$ cat config.mk
export PLATFORM = sky130hd
export DESIGN_NAME = bus_master_ctrl_flat
export DESIGN_NICKNAME = d
export VERILOG_FILES = /design/src/rtl/bus_master_ctrl_if.sv /design/src/rtl/bus_master_ctrl.sv /design/src/flat_wrapper.sv
export SDC_FILE = /design/constraint.sdc
export NUM_CORES = 1
export LEC_CHECK = 0
export ABC_AREA = 1
export CAP_MARGIN = 20
export CORE_MARGIN = 2
export CORE_UTILIZATION = 30
export CTS_BUF_LIST = sky130_fd_sc_hd__clkbuf_4 sky130_fd_sc_hd__clkbuf_8
export CTS_CLUSTER_SIZE = 16
export DETAILED_ROUTE_END_ITERATION = 10
export PLACE_DENSITY = 0.5
export RECOVER_POWER = 25
export SLEW_MARGIN = 15
export SYNTH_ARGS = -nofsm -noshare
export SYNTH_HDL_FRONTEND = slang
export SYNTH_SLANG_ARGS = --single-unit
$ cat constraint.sdc
create_clock -name clk -period 2.4 [get_ports clk]
set_clock_uncertainty 0.2 [all_clocks]
set_input_delay 0.6 -clock clk [delete_from_list [all_inputs] [get_ports clk]]
set_output_delay 0.6 -clock clk [all_outputs]
set_load 0.01 [all_outputs]
$ cat src/rtl/bus_master_ctrl_if.sv
// Command, arbiter and serial bus signals between a master core and its
// transaction controller. The master modport is the controller's view.
interface bus_master_ctrl_if #(
    parameter int ADDR_W = 12,
    parameter int DATA_W = 8
);
    logic              start;
    logic              rw;
    logic [ADDR_W-1:0] addr;
    logic [DATA_W-1:0] wdata;
    logic              grant;
    logic              slave_ready;
    logic              rx_bit;
    logic              rx_valid;
    logic              request;
    logic              tx_bit;
    logic              tx_valid;
    logic              mode;
    logic [DATA_W-1:0] rdata;
    logic              done;
    logic              error;
    logic              busy;

    modport master (
        input  start, rw, addr, wdata, grant, slave_ready, rx_bit, rx_valid,
        output request, tx_bit, tx_valid, mode, rdata, done, error, busy
    );

    modport slave (
        output start, rw, addr, wdata, grant, slave_ready, rx_bit, rx_valid,
        input  request, tx_bit, tx_valid, mode, rdata, done, error, busy
    );
endinterface

$ cat src/rtl/bus_master_ctrl.sv
// Master-side bus transaction controller: requests the bus, serialises address
// and write data LSB-first, waits for the slave and deserialises read data.
module bus_master_ctrl #(
    parameter int ADDR_W  = 12,
    parameter int DATA_W  = 8,
    parameter int TIMEOUT = 16
) (
    input logic               clk,
    input logic               reset,
    bus_master_ctrl_if.master bus
);
    localparam int MAX_W  = (ADDR_W > DATA_W) ? ADDR_W : DATA_W;
    localparam int CNT_W  = $clog2(MAX_W);
    localparam int TMR_W  = $clog2(TIMEOUT);
    localparam int AIDX_W = $clog2(ADDR_W);
    localparam int DIDX_W = $clog2(DATA_W);

    localparam logic [CNT_W-1:0] ADDR_LAST = CNT_W'(ADDR_W - 1);
    localparam logic [CNT_W-1:0] DATA_LAST = CNT_W'(DATA_W - 1);
    localparam logic [TMR_W-1:0] TMR_LAST  = TMR_W'(TIMEOUT - 1);

    typedef enum logic [2:0] {
        IDLE, REQ, ADDR, WDATA, WAIT_RDY, RDATA, DONE, ERR
    } state_t;

    state_t            state;
    state_t            next_state;
    logic [TMR_W-1:0]  timer;
    logic [CNT_W-1:0]  bit_cnt;
    logic              rw_l;
    logic [ADDR_W-1:0] addr_l;
    logic [DATA_W-1:0] wdata_l;
    logic [DATA_W-1:0] shadow;
    logic [DATA_W-1:0] shadow_next;
    logic [DATA_W-1:0] rdata_r;

    logic request_c;
    logic tx_bit_c;
    logic tx_valid_c;
    logic done_c;
    logic error_c;
    logic busy_c;

    always_ff @(posedge clk) begin
        if (!reset) begin
            state <= IDLE;
        end else begin
            state <= next_state;
        end
    end

    // Losing grant while holding the bus outranks every other event.
    always_comb begin
        next_state = state;
        case (state)
            IDLE: begin
                if (bus.start) next_state = REQ;
            end
            REQ: begin
                if (bus.grant)              next_state = ADDR;
                else if (timer == TMR_LAST) next_state = ERR;
            end
            ADDR: begin
                if (!bus.grant)                next_state = ERR;
                else if (bit_cnt == ADDR_LAST) next_state = rw_l ? WDATA : WAIT_RDY;
            end
            WDATA: begin
                if (!bus.grant)                next_state = ERR;
                else if (bit_cnt == DATA_LAST) next_state = WAIT_RDY;
            end
            WAIT_RDY: begin
                if (!bus.grant)             next_state = ERR;
                else if (bus.slave_ready)   next_state = rw_l ? DONE : RDATA;
                else if (timer == TMR_LAST) next_state = ERR;
            end
            RDATA: begin
                if (!bus.grant) begin
                    next_state = ERR;
                end else if (bus.rx_valid) begin
                    if (bit_cnt == DATA_LAST) next_state = DONE;
                end else if (timer == TMR_LAST) begin
                    next_state = ERR;
                end
            end
            DONE:    next_state = IDLE;
            ERR:     next_state = IDLE;
            default: next_state = IDLE;
        endcase
    end

    always_comb begin
        shadow_next = shadow;
        if (state == RDATA && bus.rx_valid) begin
            shadow_next[bit_cnt[DIDX_W-1:0]] = bus.rx_bit;
        end
    end

    // Both counters restart on every state change, so neither can wrap.
    always_ff @(posedge clk) begin
        if (!reset) begin
            timer   <= '0;
            bit_cnt <= '0;
            rw_l    <= 1'b0;
            addr_l  <= '0;
            wdata_l <= '0;
            shadow  <= '0;
            rdata_r <= '0;
        end else begin
            if (state != next_state) begin
                timer   <= '0;
                bit_cnt <= '0;
            end else begin
                case (state)
                    REQ, WAIT_RDY: timer <= timer + 1'b1;
                    ADDR, WDATA:   bit_cnt <= bit_cnt + 1'b1;
                    RDATA: begin
                        if (bus.rx_valid) begin
                            timer   <= '0;
                            bit_cnt <= bit_cnt + 1'b1;
                        end else begin
                            timer <= timer + 1'b1;
                        end
                    end
                    default: ;
                endcase
            end

            if (state == IDLE && bus.start) begin
                rw_l    <= bus.rw;
                addr_l  <= bus.addr;
                wdata_l <= bus.wdata;
                shadow  <= '0;
            end else begin
                shadow <= shadow_next;
            end

            // Committing on entry to DONE makes rdata valid during the done pulse.
            if (state == RDATA && next_state == DONE) begin
                rdata_r <= shadow_next;
            end
        end
    end

    always_comb begin
        request_c  = 1'b0;
        tx_bit_c   = 1'b0;
        tx_valid_c = 1'b0;
        done_c     = 1'b0;
        error_c    = 1'b0;
        busy_c     = (state != IDLE);
        case (state)
            REQ, WAIT_RDY, RDATA: request_c = 1'b1;
            ADDR: begin
                request_c  = 1'b1;
                tx_valid_c = 1'b1;
                tx_bit_c   = addr_l[bit_cnt[AIDX_W-1:0]];
            end
            WDATA: begin
                request_c  = 1'b1;
                tx_valid_c = 1'b1;
                tx_bit_c   = wdata_l[bit_cnt[DIDX_W-1:0]];
            end
            DONE:    done_c  = 1'b1;
            ERR:     error_c = 1'b1;
            default: ;
        endcase
    end

    assign bus.request  = request_c;
    assign bus.tx_bit   = tx_bit_c;
    assign bus.tx_valid = tx_valid_c;
    assign bus.mode     = busy_c & rw_l;
    assign bus.rdata    = rdata_r;
    assign bus.done     = done_c;
    assign bus.error    = error_c;
    assign bus.busy     = busy_c;
endmodule

$ cat src/flat_wrapper.sv
// flat-port wrapper written by rule: the top's interface ports become plain ports
module bus_master_ctrl_flat 
#(
    parameter int ADDR_W  = 12,
    parameter int DATA_W  = 8,
    parameter int TIMEOUT = 16
)
  (clk, reset, bus_start, bus_rw, bus_addr, bus_wdata, bus_grant, bus_slave_ready, bus_rx_bit, bus_rx_valid, bus_request, bus_tx_bit, bus_tx_valid, bus_mode, bus_rdata, bus_done, bus_error, bus_busy);
  bus_master_ctrl_if #(.ADDR_W(ADDR_W), .DATA_W(DATA_W)) bus_i ();
  input logic clk;
  input logic reset;
  input wire logic [$bits(bus_i.start)-1:0] bus_start;
  input wire logic [$bits(bus_i.rw)-1:0] bus_rw;
  input wire logic [$bits(bus_i.addr)-1:0] bus_addr;
  input wire logic [$bits(bus_i.wdata)-1:0] bus_wdata;
  input wire logic [$bits(bus_i.grant)-1:0] bus_grant;
  input wire logic [$bits(bus_i.slave_ready)-1:0] bus_slave_ready;
  input wire logic [$bits(bus_i.rx_bit)-1:0] bus_rx_bit;
  input wire logic [$bits(bus_i.rx_valid)-1:0] bus_rx_valid;
  output wire logic [$bits(bus_i.request)-1:0] bus_request;
  output wire logic [$bits(bus_i.tx_bit)-1:0] bus_tx_bit;
  output wire logic [$bits(bus_i.tx_valid)-1:0] bus_tx_valid;
  output wire logic [$bits(bus_i.mode)-1:0] bus_mode;
  output wire logic [$bits(bus_i.rdata)-1:0] bus_rdata;
  output wire logic [$bits(bus_i.done)-1:0] bus_done;
  output wire logic [$bits(bus_i.error)-1:0] bus_error;
  output wire logic [$bits(bus_i.busy)-1:0] bus_busy;
  assign bus_i.start = bus_start;
  assign bus_i.rw = bus_rw;
  assign bus_i.addr = bus_addr;
  assign bus_i.wdata = bus_wdata;
  assign bus_i.grant = bus_grant;
  assign bus_i.slave_ready = bus_slave_ready;
  assign bus_i.rx_bit = bus_rx_bit;
  assign bus_i.rx_valid = bus_rx_valid;
  assign bus_request = bus_i.request;
  assign bus_tx_bit = bus_i.tx_bit;
  assign bus_tx_valid = bus_i.tx_valid;
  assign bus_mode = bus_i.mode;
  assign bus_rdata = bus_i.rdata;
  assign bus_done = bus_i.done;
  assign bus_error = bus_i.error;
  assign bus_busy = bus_i.busy;
  bus_master_ctrl #(.ADDR_W(ADDR_W), .DATA_W(DATA_W), .TIMEOUT(TIMEOUT)) u_core (.clk(clk), .reset(reset), .bus(bus_i));
endmodule
; Word-level counts from Yosys, hierarchy flattened
; Index checks and enable logic that the tools add are counted.
[classes]
order_cmp = 3
n_eq_ne = 13
reduce_logical = 15
addsub = 2
muxes = 32
n_bitwise = 2
[ops]
columns = op, n
row1 = 3-bit two-way mux, 13
row2 = 3-bit one-hot mux with 7 select lines, 1
row3 = 4-bit one-hot mux with 2 select lines, 2
row4 = 3-bit equality test (second input constant), 5
row5 = 2-bit OR reduction, 5
row6 = 4-bit by 1-bit adder with 4-bit output (second input constant), 2
row7 = 8-bit bitwise mux, 1
row8 = 4-bit equality test (second input constant), 2
row9 = 4-bit two-way mux, 2
row10 = 8-bit two-way mux, 1
row11 = 1-bit two-way mux, 7
row12 = 3-bit by 2-bit equality test with 1-bit output (second input constant), 2
row13 = 4-bit by 5-bit less-than comparator with 1-bit output (second input constant), 1
row14 = 5-bit OR reduction, 1
row15 = 1-bit binary-select mux with 4-bit select, 1
row16 = 4-bit by 3-bit equality test with 1-bit output (second input constant), 1
row17 = 1-bit logical AND, 4
row18 = 3-bit by 4-bit less-than comparator with 1-bit output (second input constant), 1
row19 = 2-bit nonzero test, 2
row20 = 1-bit binary-select mux with 3-bit select, 1
row21 = 1-bit demux with 3-bit select, 1
row22 = 3-bit by 1-bit equality test with 1-bit output (second input constant), 1
row23 = 3-bit by 1-bit >= comparator with 1-bit output (second input constant), 1
row24 = 3-bit logical NOT, 1
row25 = other kinds (8), 8
[word_totals]
reg_bits = 48

; Logic depth before layout (Yosys ltp)
[depth]
ltp_word = 7
mapped_depth = 13

; Least setup slack after synthesis
; No wires, ideal clock.
[synth_timing]
path_kind = reg2out
start = register u_core.bit_cnt[2]
end = output port bus_tx_bit
arrival_ns = 1.264
path_buffers = 0
setup_slack_ns = 0.336
t_required_ns = 1.600
path_stages_with_launch = 9
path_cell_list = dfxtp_1 -> inv_2 -> nor3_1 -> inv_1 -> o22ai_1 -> a21oi_1 -> nand2_1 -> nor2_1 -> o21ai_0
[synth_between]
elab_chain_cells = 3
[synth_rtl]
columns = element, line_no
row1 = start: declaration, bus_master_ctrl.sv:29  ; logic [CNT_W-1:0] bit_cnt;
row2 = start signal: assignment, bus_master_ctrl.sv:115  ; ADDR, WDATA: bit_cnt <= bit_cnt + 1'b1;
row3 = start signal: assignment, bus_master_ctrl.sv:119  ; bit_cnt <= bit_cnt + 1'b1;
row4 = 1-bit binary-select mux with 4-bit select or 1-bit binary-select mux with 3-bit select (tied branches), "bus_master_ctrl.sv:156, bus_master_ctrl.sv:161"
row5 = "1-bit two-way mux, on equally long branches", "bus_master_ctrl.sv:156, bus_master_ctrl.sv:161"
row6 = 1-bit one-hot mux with 2 select lines (*), bus_master_ctrl.sv:151  ; case (state)
row7 = end: declaration, flat_wrapper.sv:21  ; output wire logic [$bits(bus_i.tx_bit)-1:0] bus_tx_bit;
; Mark *: on every way between the ends. The rest lies on a longest branch, timed or not. The select of a mux whose other input is x is not followed.

; Worst setup path in the final report
[layout_timing]
start = register u_core.bit_cnt[0]
end = output port bus_tx_bit
; Same word-level chain as after synthesis.

==> impl_metrics.json <==
{
  "root_buffer": "clkbuf_8",
  "r2r_setup_slack_ps": 240,
  "powerDensity_nw_per_um2": 867,
  "hold-path-endpoint": "u_core.wdata_l[7]$_SDFFE_PN0P_",
  "core_area_um2": 8130,
  "cts_tree": "built",
  "cp_data_required_time_ps": 1600,
  "switchingPower_mw": 1.18,
  "synth.area.top_cells": "dfxtp_1 39%, nand2_1 12%, inv_1 9.5%",
  "place_ws_ps": -216,
  "r2r-end": "u_core.bit_cnt[0]$_SDFFE_PP0P_",
  "io_pins": 43,
  "rsz0062_at_grt": "true",
  "num_vias": 2444,
  "totalWireLength_um": 6360,
  "ys.flop_type": "dfxtp_1",
  "drt_iter0_drc": 101,
  "hold_path.class": "flip-flop to flip-flop",
  "max_slew_margin_pct": 50.6,
  "synth-seq-cells": 48,
  "worstPathArrival_ps": 1590,
  "ys_types": 33,
  "die_width_um": 95.2,
  "slew_violations": 0,
  "outcome": "completed",
  "netlist_area_um2": 2490,
  "htreeDepth": 2,
  "syn_area_per_cell_um2": 6.72,
  "setup_viol": 0,
  "p_int_mw": 1.88,
  "setup.worst_path.start_class": "flip-flop",
  "seq_power_share_pct": 33.9,
  "first_global_vias": 2294,
  "route.detailed.drc": 0,
  "cts_max_path_buffers": 2,
  "endpoint_kind": "output pin",
  "switching_share_pct": 38.5,
  "drv_cap": 0,
  "grt_max_degree": 44,
  "cts_sinks": 48,
  "path_clk_slew_ps": 90,
  "hold_depth": 2,
  "p_leak_nw": 1.56,
  "fin_crit_sh_pct": 99.4,
  "ant_nets": 0,
  "synth_top_area_share_pct": 38.5,
  "async_flop_share_pct": 0,
  "ys_seq_area_share_pct": 38.5,
  "viasPerCell": 4.43,
  "nets": 476,
  "die_h_um": 95.2,
  "first_pass_iters": 4,
  "combPwrFrac_pct": 45.8,
  "io_buffers": 42,
  "grt_usage_pct": 15.0,
  "cts_made_buffers": 5,
  "setup_ws_ps": 14.4,
  "drive_above_1_share_pct": 20.1,
  "hp-start": "u_core.wdata_l[7]$_SDFFE_PN0P_",
  "grt_pass1_wl_um": 10600,
  "antenna_found_initial": 0,
  "max_slew.worst_pin.slew_ps": 741,
  "layout.cells.non_filler": 552,
  "worstReg2RegStart": "u_core.bit_cnt[0]$_SDFFE_PP0P_",
  "synthToLayoutAreaGrowth_pct": 41.6,
  "final_util_pct": 43.4,
  "critPathKind": "flip-flop to output pin",
  "clk_latency_ps": 300,
  "routabilityCongestion": 0.868,
  "yosys.area.top_type": "dfxtp_1",
  "dp_hpwl_um": 4830,
  "synth_fp_nets": 401,
  "syn_inst": 371,
  "worstRegToRegCells": 12,
  "ctsHoldBuffers": 0,
  "start_util_pct": 30.7,
  "irDropWorstVdd_mv": 0.279,
  "cp_max_fo": 4,
  "die_area_um2": 9060,
  "post_drt_wl_per_cell_um": 11.5,
  "dp_cells": 537,
  "post-route-min-period_ps": 2390,
  "power_frac_clock_pct": 20.3,
  "yosys_warnings": 0,
  "fp-row-count": 33,
  "synth_edf_count": 0,
  "grt_overflow_total": 0,
  "antennaDiodeCount": 0,
  "max_freq_mhz": 419,
  "hold_viol": 0
}
worst max path at each step:
| stage | from | endpoint | slack [ps] | cells after the start |
|---|---|---|---|---|
| after floorplan | u_core.bit_cnt[2]$_SDFFE_PP0P_ | bus_tx_bit | 340 | 8 |
| after global placement | u_core.bit_cnt[1]$_SDFFE_PP0P_ | bus_tx_bit | -170 | 8 |
| after detailed placement | u_core.bit_cnt[1]$_SDFFE_PP0P_ | bus_tx_bit | -220 | 8 |
| after CTS | u_core.bit_cnt[0]$_SDFFE_PP0P_ | bus_tx_bit | -20 | 8 |
| after global routing | u_core.bit_cnt[2]$_SDFFE_PP0P_ | bus_tx_bit | -90 | 8 |
| final | u_core.bit_cnt[0]$_SDFFE_PP0P_ | bus_tx_bit | 10 | 8 |
cell type report:
class                           count  area, um^2
Timing Repair Buffer               79         713
Inverter                           68         280
Sequential cell                    48         976
Tap cell                          105         131
Clock buffer                        6        82.6
Clock inverter                      2        38.8
Multi-Input combinational cell    244        1310
Fill cell                         849        4600
critical path: stages (launching register included):
cell       delay (ps)
dfxtp_4           380
buf_6             140
nand3_4            90
inv_4              50
nand2_1            60
o2111ai_2         130
o31ai_2           190
o21ai_1           100
buf_2             150
per-stage QoR:
stage / hold WS (ps) / setup TNS, ps / area [um^2] / power (mW)
2_1_floorplan: 224 / 0 / 2490 / 1.90
3_3_place_gp: 237 / -413 / 3210 / 2.39
3_5_place_dp: 237 / -588 / 3210 / 2.40
4_1_cts: 252 / -24.2 / 3390 / 3.04
5_1_grt: 275 / -203 / 3530 / 3.32
6_report: 252 / 0 / 3530 / 3.06
power groups by stage:
stage,Combinational (mW),Sequential (mW),Clock [mW]
final,1.40,1.04,0.621
after global routing,1.59,1.06,0.668
after CTS,1.36,1.03,0.648
after detailed placement,1.36,1.04,0
after global placement,1.36,1.04,0
after floorplan,0.880,1.02,0
placed cells by master (no fill, tap or decap), drive strengths merged:
cell type	Yosys	final
nand2	82	82
inv	68	67
nor2	49	49
dfxtp	48	48
buf	5	37
clkdlybuf4s50	0	35
o21ai	35	35
a21oi	28	28
nand3	25	25
clkbuf	6	7
o22ai	5	5
nand4	4	4
dlymetal6s2s	0	4
xor2	3	3
nor3	3	3
clkinv	0	2
o21a	2	2
ha	2	2
dlygate4sd2	0	2
o221ai	1	1
o2111ai	1	1
o31ai	1	1
or2	1	1
a21boi	1	1
nand3b	1	1
bufinv	0	1
sequential cells by signal (all words and copies together) (netlist names):
signal	flops
u_core.bus.rdata	8
u_core.timer	4
u_core.shadow	8
u_core.bit_cnt	4
u_core.rw_l	1
u_core.state	3
u_core.wdata_l	8
u_core.addr_l	12
per-layer routing:
layer | GRT usage (%) | up-vias | part of all wire, %
li1 | - | 1321 | -
met1 | 19.1 | 1077 | 47
met4 | 3.99 | 0 | 1.2
met2 | 26.1 | 40 | 48
met5 | 0 | - | 0
met3 | 2.53 | 6 | 3.2
repair_timing:
action | in CTS | in global routing
gates resized for setup | 26 | 27
pin swaps | 1 | 5
buffers inserted | 1 | 6
setup endpoints to repair | 7 | 5
logic make-up (layout without fill, tap and decap cells):
kind of cell               Yosys count  count (layout)  share of synthesized area, %
xor gates and xnor gates             3               3                          1.05
adders and majority gates            2               2                          1.00
DFF                                 48              48                          38.5
AOI/OAI and AO/OA                   74              74                          16.1
buffers and inverters               79             155                          13.0
and+or+nand+nor                    165             165                          30.3
Yosys cell counts (3+ instances only):
| cell | count |
|---|---|
| o21ai_1 | 5 |
| nand2_2 | 4 |
| o21ai_0 | 30 |
| nand2_1 | 78 |
| inv_4 | 3 |
| inv_1 | 63 |
| dfxtp_1 | 48 |
| xor2_1 | 3 |
| clkbuf_1 | 6 |
| nand3_4 | 3 |
| o22ai_1 | 5 |
| a21oi_1 | 26 |
| nor2_1 | 42 |
| nand3_1 | 19 |
| nand3_2 | 3 |
| nand4_1 | 3 |
| nor3_1 | 3 |
| nor2_2 | 7 |
(Power assumes the default switching activity.)
